`src/rtl/display_scanner.sv`:
```
// rtl/display_scanner.sv - time-multiplexed 8-digit 7-segment scanner with anti-ghosting blank gap
module display_scanner #(
   parameter int unsigned SCAN_DIV  = 100000,
   parameter int unsigned BLANK_CYC = 1000,
   parameter bit          LZ_BLANK  = 1'b1
) (
   input  logic       clk_1,
   input  logic       rst_n,
   input  logic       en_i,
   input  logic [3:0] CSEG0_i,
   input  logic [3:0] CSEG1_i,
   input  logic [3:0] SEG0_i,
   input  logic [3:0] SEG1_i,
   input  logic [3:0] MIN0_i,
   input  logic [3:0] MIN1_i,
   input  logic [3:0] HOUR0_i,
   input  logic [3:0] HOUR1_i,
   output logic [7:0] an_o,
   output logic [6:0] seg_o,
   output logic       dp_o,
   output logic       frame_o
);

   localparam int unsigned CW = (SCAN_DIV > 1) ? $clog2(SCAN_DIV) : 1;
   localparam logic [CW-1:0] CNT_LAST  = CW'(SCAN_DIV - 1);
   localparam logic [CW-1:0] BLANK_END = CW'(BLANK_CYC - 1);

   typedef enum logic {
      ST_BLANK = 1'b0,
      ST_DRIVE = 1'b1
   } phase_t;

   phase_t          state_q, state_d;
   logic [CW-1:0]   cnt_q, cnt_d;
   logic [2:0]      idx_q, idx_d;
   logic [7:0]      an_q, an_d;
   logic [6:0]      seg_q, seg_d;
   logic            dp_q, dp_d;
   logic            frame_q, frame_d;

   logic [3:0]      digit;
   logic            slot_end;
   logic            lz_hide;
   logic            drive;

   // Active-low segments, bit6 = g ... bit0 = a; invalid BCD shows a dash.
   function automatic logic [6:0] bcd_to_seg(input logic [3:0] d);
      logic [6:0] s;
      case (d)
         4'd0:    s = 7'b1000000;
         4'd1:    s = 7'b1111001;
         4'd2:    s = 7'b0100100;
         4'd3:    s = 7'b0110000;
         4'd4:    s = 7'b0011001;
         4'd5:    s = 7'b0010010;
         4'd6:    s = 7'b0000010;
         4'd7:    s = 7'b1111000;
         4'd8:    s = 7'b0000000;
         4'd9:    s = 7'b0010000;
         default: s = 7'b0111111;
      endcase
      return s;
   endfunction

   always_comb begin
      case (idx_q)
         3'd0:    digit = CSEG0_i;
         3'd1:    digit = CSEG1_i;
         3'd2:    digit = SEG0_i;
         3'd3:    digit = SEG1_i;
         3'd4:    digit = MIN0_i;
         3'd5:    digit = MIN1_i;
         3'd6:    digit = HOUR0_i;
         default: digit = HOUR1_i;
      endcase
   end

   always_comb begin
      slot_end = (cnt_q == CNT_LAST);
      cnt_d    = slot_end ? '0 : cnt_q + CW'(1);
      idx_d    = slot_end ? idx_q + 3'd1 : idx_q;
      frame_d  = slot_end && (idx_q == 3'd7);

      state_d = state_q;
      case (state_q)
         ST_BLANK: if (cnt_q == BLANK_END) state_d = ST_DRIVE;
         ST_DRIVE: if (slot_end)           state_d = ST_BLANK;
         default:                          state_d = ST_BLANK;
      endcase

      // Scanning keeps running while dark; only the pins are gated here.
      lz_hide = LZ_BLANK && (idx_q == 3'd7) && (HOUR1_i == 4'd0);
      drive   = (state_q == ST_DRIVE) && en_i && !lz_hide;

      an_d  = 8'hFF;
      seg_d = 7'h7F;
      dp_d  = 1'b1;
      if (drive) begin
         an_d  = ~(8'd1 << idx_q);
         seg_d = bcd_to_seg(digit);
         dp_d  = !((idx_q == 3'd2) || (idx_q == 3'd4) || (idx_q == 3'd6));
      end
   end

   always_ff @(posedge clk_1 or negedge rst_n) begin
      if (!rst_n) begin
         state_q <= ST_BLANK;
         cnt_q   <= '0;
         idx_q   <= 3'd0;
         an_q    <= 8'hFF;
         seg_q   <= 7'h7F;
         dp_q    <= 1'b1;
         frame_q <= 1'b0;
      end else begin
         state_q <= state_d;
         cnt_q   <= cnt_d;
         idx_q   <= idx_d;
         an_q    <= an_d;
         seg_q   <= seg_d;
         dp_q    <= dp_d;
         frame_q <= frame_d;
      end
   end

   assign an_o    = an_q;
   assign seg_o   = seg_q;
   assign dp_o    = dp_q;
   assign frame_o = frame_q;

endmodule

```
`config.mk`:
```
export PLATFORM = sky130hd
export DESIGN_NAME = display_scanner
export DESIGN_NICKNAME = d
export VERILOG_FILES = /design/src/rtl/display_scanner.sv
export SDC_FILE = /design/constraint.sdc
export NUM_CORES = 1
export LEC_CHECK = 0
export BUFFER_PORTS_ARGS = -buffer_cell sky130_fd_sc_hd__buf_2
export CAP_MARGIN = 20
export CORE_MARGIN = 5
export CORE_UTILIZATION = 40
export DETAILED_ROUTE_END_ITERATION = 7
export HOLD_SLACK_MARGIN = 0.02
export PLACE_DENSITY = 0.67
export REMOVE_ABC_BUFFERS = 1
export SYNTH_ARGS = -nofsm -noshare
export SYNTH_HDL_FRONTEND = slang
export SYNTH_SLANG_ARGS = --single-unit
```
`constraint.sdc`:
```
create_clock -name clk_1 -period 3.4 [get_ports clk_1]
set_input_delay 0.34 -clock clk_1 [delete_from_list [all_inputs] [get_ports clk_1]]
set_output_delay 0.34 -clock clk_1 [all_outputs]
set_load 0.005 [all_outputs]
```
==> qor.yml <==
outcome: "completed"
postCtsHoldBufs: 0
finalCriticalPeriod_ps: 2690
cts.repair.resized: 0
synth_mux_area_frac: 0.0154
numPortBuffers: 51
core_sq_um: 5010
cts_buffers: 5
critical_path_required_ps: 3620
power_density_nw_per_um2: 362
timing.setup.tns_ps: 0
synth_cells: 199
fill_cells: 513
multi_input_area_sq_um: 945
final_nets: 293
seq_area_frac_synth: 0.479
start_util: 0.405
rows: 26
wl_met2_um: 2160
async_flop_share: 1.00
vias_per_cell: 5.01
cp_max_fo: 16
p_leak_uw: 0.00105
synth-compound-area-share: 0.136
cts_root_buf: "clkbuf_8"
setup_violations: 0
report.power.total_uw: 878
grt_pass1_vias: 1473
highest_layer: "met4"
yosys_warnings: 0
worst_setup_path_end_kind: "register"
max_freq_mhz: 372
htree_num_levels: 2
drtIter0Drc: 68
placed_area_sq_um: 2310
tightest_slew_ps: 978
synth_edf_count: 0
cts_tree: "yes"
reg2regPathDepth: 11
critPathLaunch: "idx_q[2]$_DFFE_PN0N_"
dr_wl_met3_um: 178
grt-ovfl-total: 0
met1_length_um: 1930
fin_area_sq_um: 2420
syn_to_final_growth_pct: 19.4
ys_seq_elements: 38
synth.most_common_cell: "dfrtp_1"
post_cts_buffers: 0
drt.antenna.violating_nets: 0
rr_endpoint: "seg_o[3]$_DFF_PN1_"
gp_congestion: 0.891
synth_simple_gate_area_share: 0.183
routed_wl_um: 4320
critPathKind: "reg2reg"
synthTopCellsByArea: "dfrtp_1 27%, dfstp_2 21%, ha_1 6.2%"
grt_pass1_wl_um: 6820
die-width_um: 81.2
slew_headroom: 0.348
synth-xor-area-share: 0.0691
avgSynthCellArea_sq_um: 10.2
crit_arrival_ps: 2910
die_h_um: 81.2
avgRoutedWirePerCell_um: 13.5
synthAdderAreaFrac: 0.0617
register_area_sq_um: 971
slew_violations: 0
whs_ps: 133
final_util: 0.484
clk_pin_slew_ps: 70
synth_ff_type: "dfrtp_1"
clock_path_buffers: 2
drc_errors: 0
synthTopCellsByCount: "22 x dfrtp_1, 19 x nor2_1, 16 x dfstp_2"
drv_cap: 0
fin_crit_sh: 0.791
regToRegStartpoint: "idx_q[2]$_DFFE_PN0N_"
num_io_pins: 52
num_vias: 1598
insertedDiodeCount: 0
hp-class: "in2async"
drive_above_1_share: 0.329
first_pass_iters: 4
synth_top_family_by_area: "simple AND/OR/NAND/NOR gates"
synth_top_area_share: 0.271
grt_antenna_before_repair: 0
dp_hpwl_um: 3170
finalClockSkew_ps: 7.33
cts.sinks: 38
ys_types: 46
critPathCapture: "seg_o[3]$_DFF_PN1_"
dieArea_sq_um: 6590
ff2ff_setup_slack_ps: 710
synth_top_area_cell: "dfrtp_1"
finalHoldViolCount: 0
rsz0062_at_grt: "false"
grt_usage: 0.134
syn-cell-area_sq_um: 2030
clk_latency_ps: 290
grt_max_degree: 39
cp-start-kind: "register"
ir_drop_v: 0.000188
layer usage:
| metal | track usage | vias up |
|---|---|---|
| met4 | 0.0608 | 0 |
| li1 | - | 798 |
| met1 | 0.183 | 756 |
| met2 | 0.209 | 38 |
| met3 | 0.0222 | 6 |
| met5 | 0 | - |
critical path: stages (launching register included):
cell	delay, ps
dfrtp_1	330
buf_4	200
inv_1	130
ha_1	290
nor4_1	450
a221oi_1	110
a21oi_1	390
inv_1	120
ha_1	310
inv_1	40
o21ai_0	150
nand3_1	90
worst min-delay path by stage:
stage	depth (start not counted)	start	endpoint
floorplan	0	rst_n	cnt_q[0]$_DFF_PN0_
global placement	1	cnt_q[0]$_DFF_PN0_	cnt_q[0]$_DFF_PN0_
detailed placement	1	rst_n	cnt_q[7]$_DFF_PN0_
CTS	1	rst_n	cnt_q[7]$_DFF_PN0_
global route	1	rst_n	cnt_q[8]$_DFF_PN0_
finish	1	rst_n	cnt_q[0]$_DFF_PN0_
stage by stage:
step | setup slack (ps) | cells
2_1_floorplan | 804 | 189
3_3_place_gp | 825 | 311
3_5_place_dp | 734 | 311
4_1_cts | 726 | 319
5_1_grt | 469 | 319
6_report | 710 | 319
report_power, final:
part           switching, uW  internal, uW
Clock                    157           216
Sequential                 0           453
Combinational           28.4          24.1
flip-flops by register name (all words and copies together), names as in the netlist:
register,cells
cnt_q,17
an_o,8
seg_o,7
idx_q,3
dp_o,1
frame_o,1
state_q,1
layout by cell type, fill, tap and decap left out, drive strengths merged, types with 6 or more instances in the layout:
cell type / instances
buf: 52
dfrtp: 22
nor2: 20
dfstp: 16
nand3: 15
nand2: 13
inv: 12
o21ai: 10
xnor2: 10
ha: 10
a21oi: 6
xor2: 6
cell type report:
cell class | instances | area share
Clock buffer | 5 | 0.0284
Clock inverter | 3 | 0.0165
Inverter | 12 | 0.0196
Multi-Input combinational cell | 139 | 0.390
Sequential cell | 38 | 0.401
Tap cell | 70 | 0.0362
Timing Repair Buffer | 52 | 0.108
cell families after synthesis:
kind of cell | Yosys count
buffers and inverters | 22
DFF | 38
xor gates and xnor gates | 16
muxes | 3
adders and majority gates | 10
and+or+nand+nor | 71
AOI/OAI and AO/OA | 39
(Power assumes the default switching activity.)
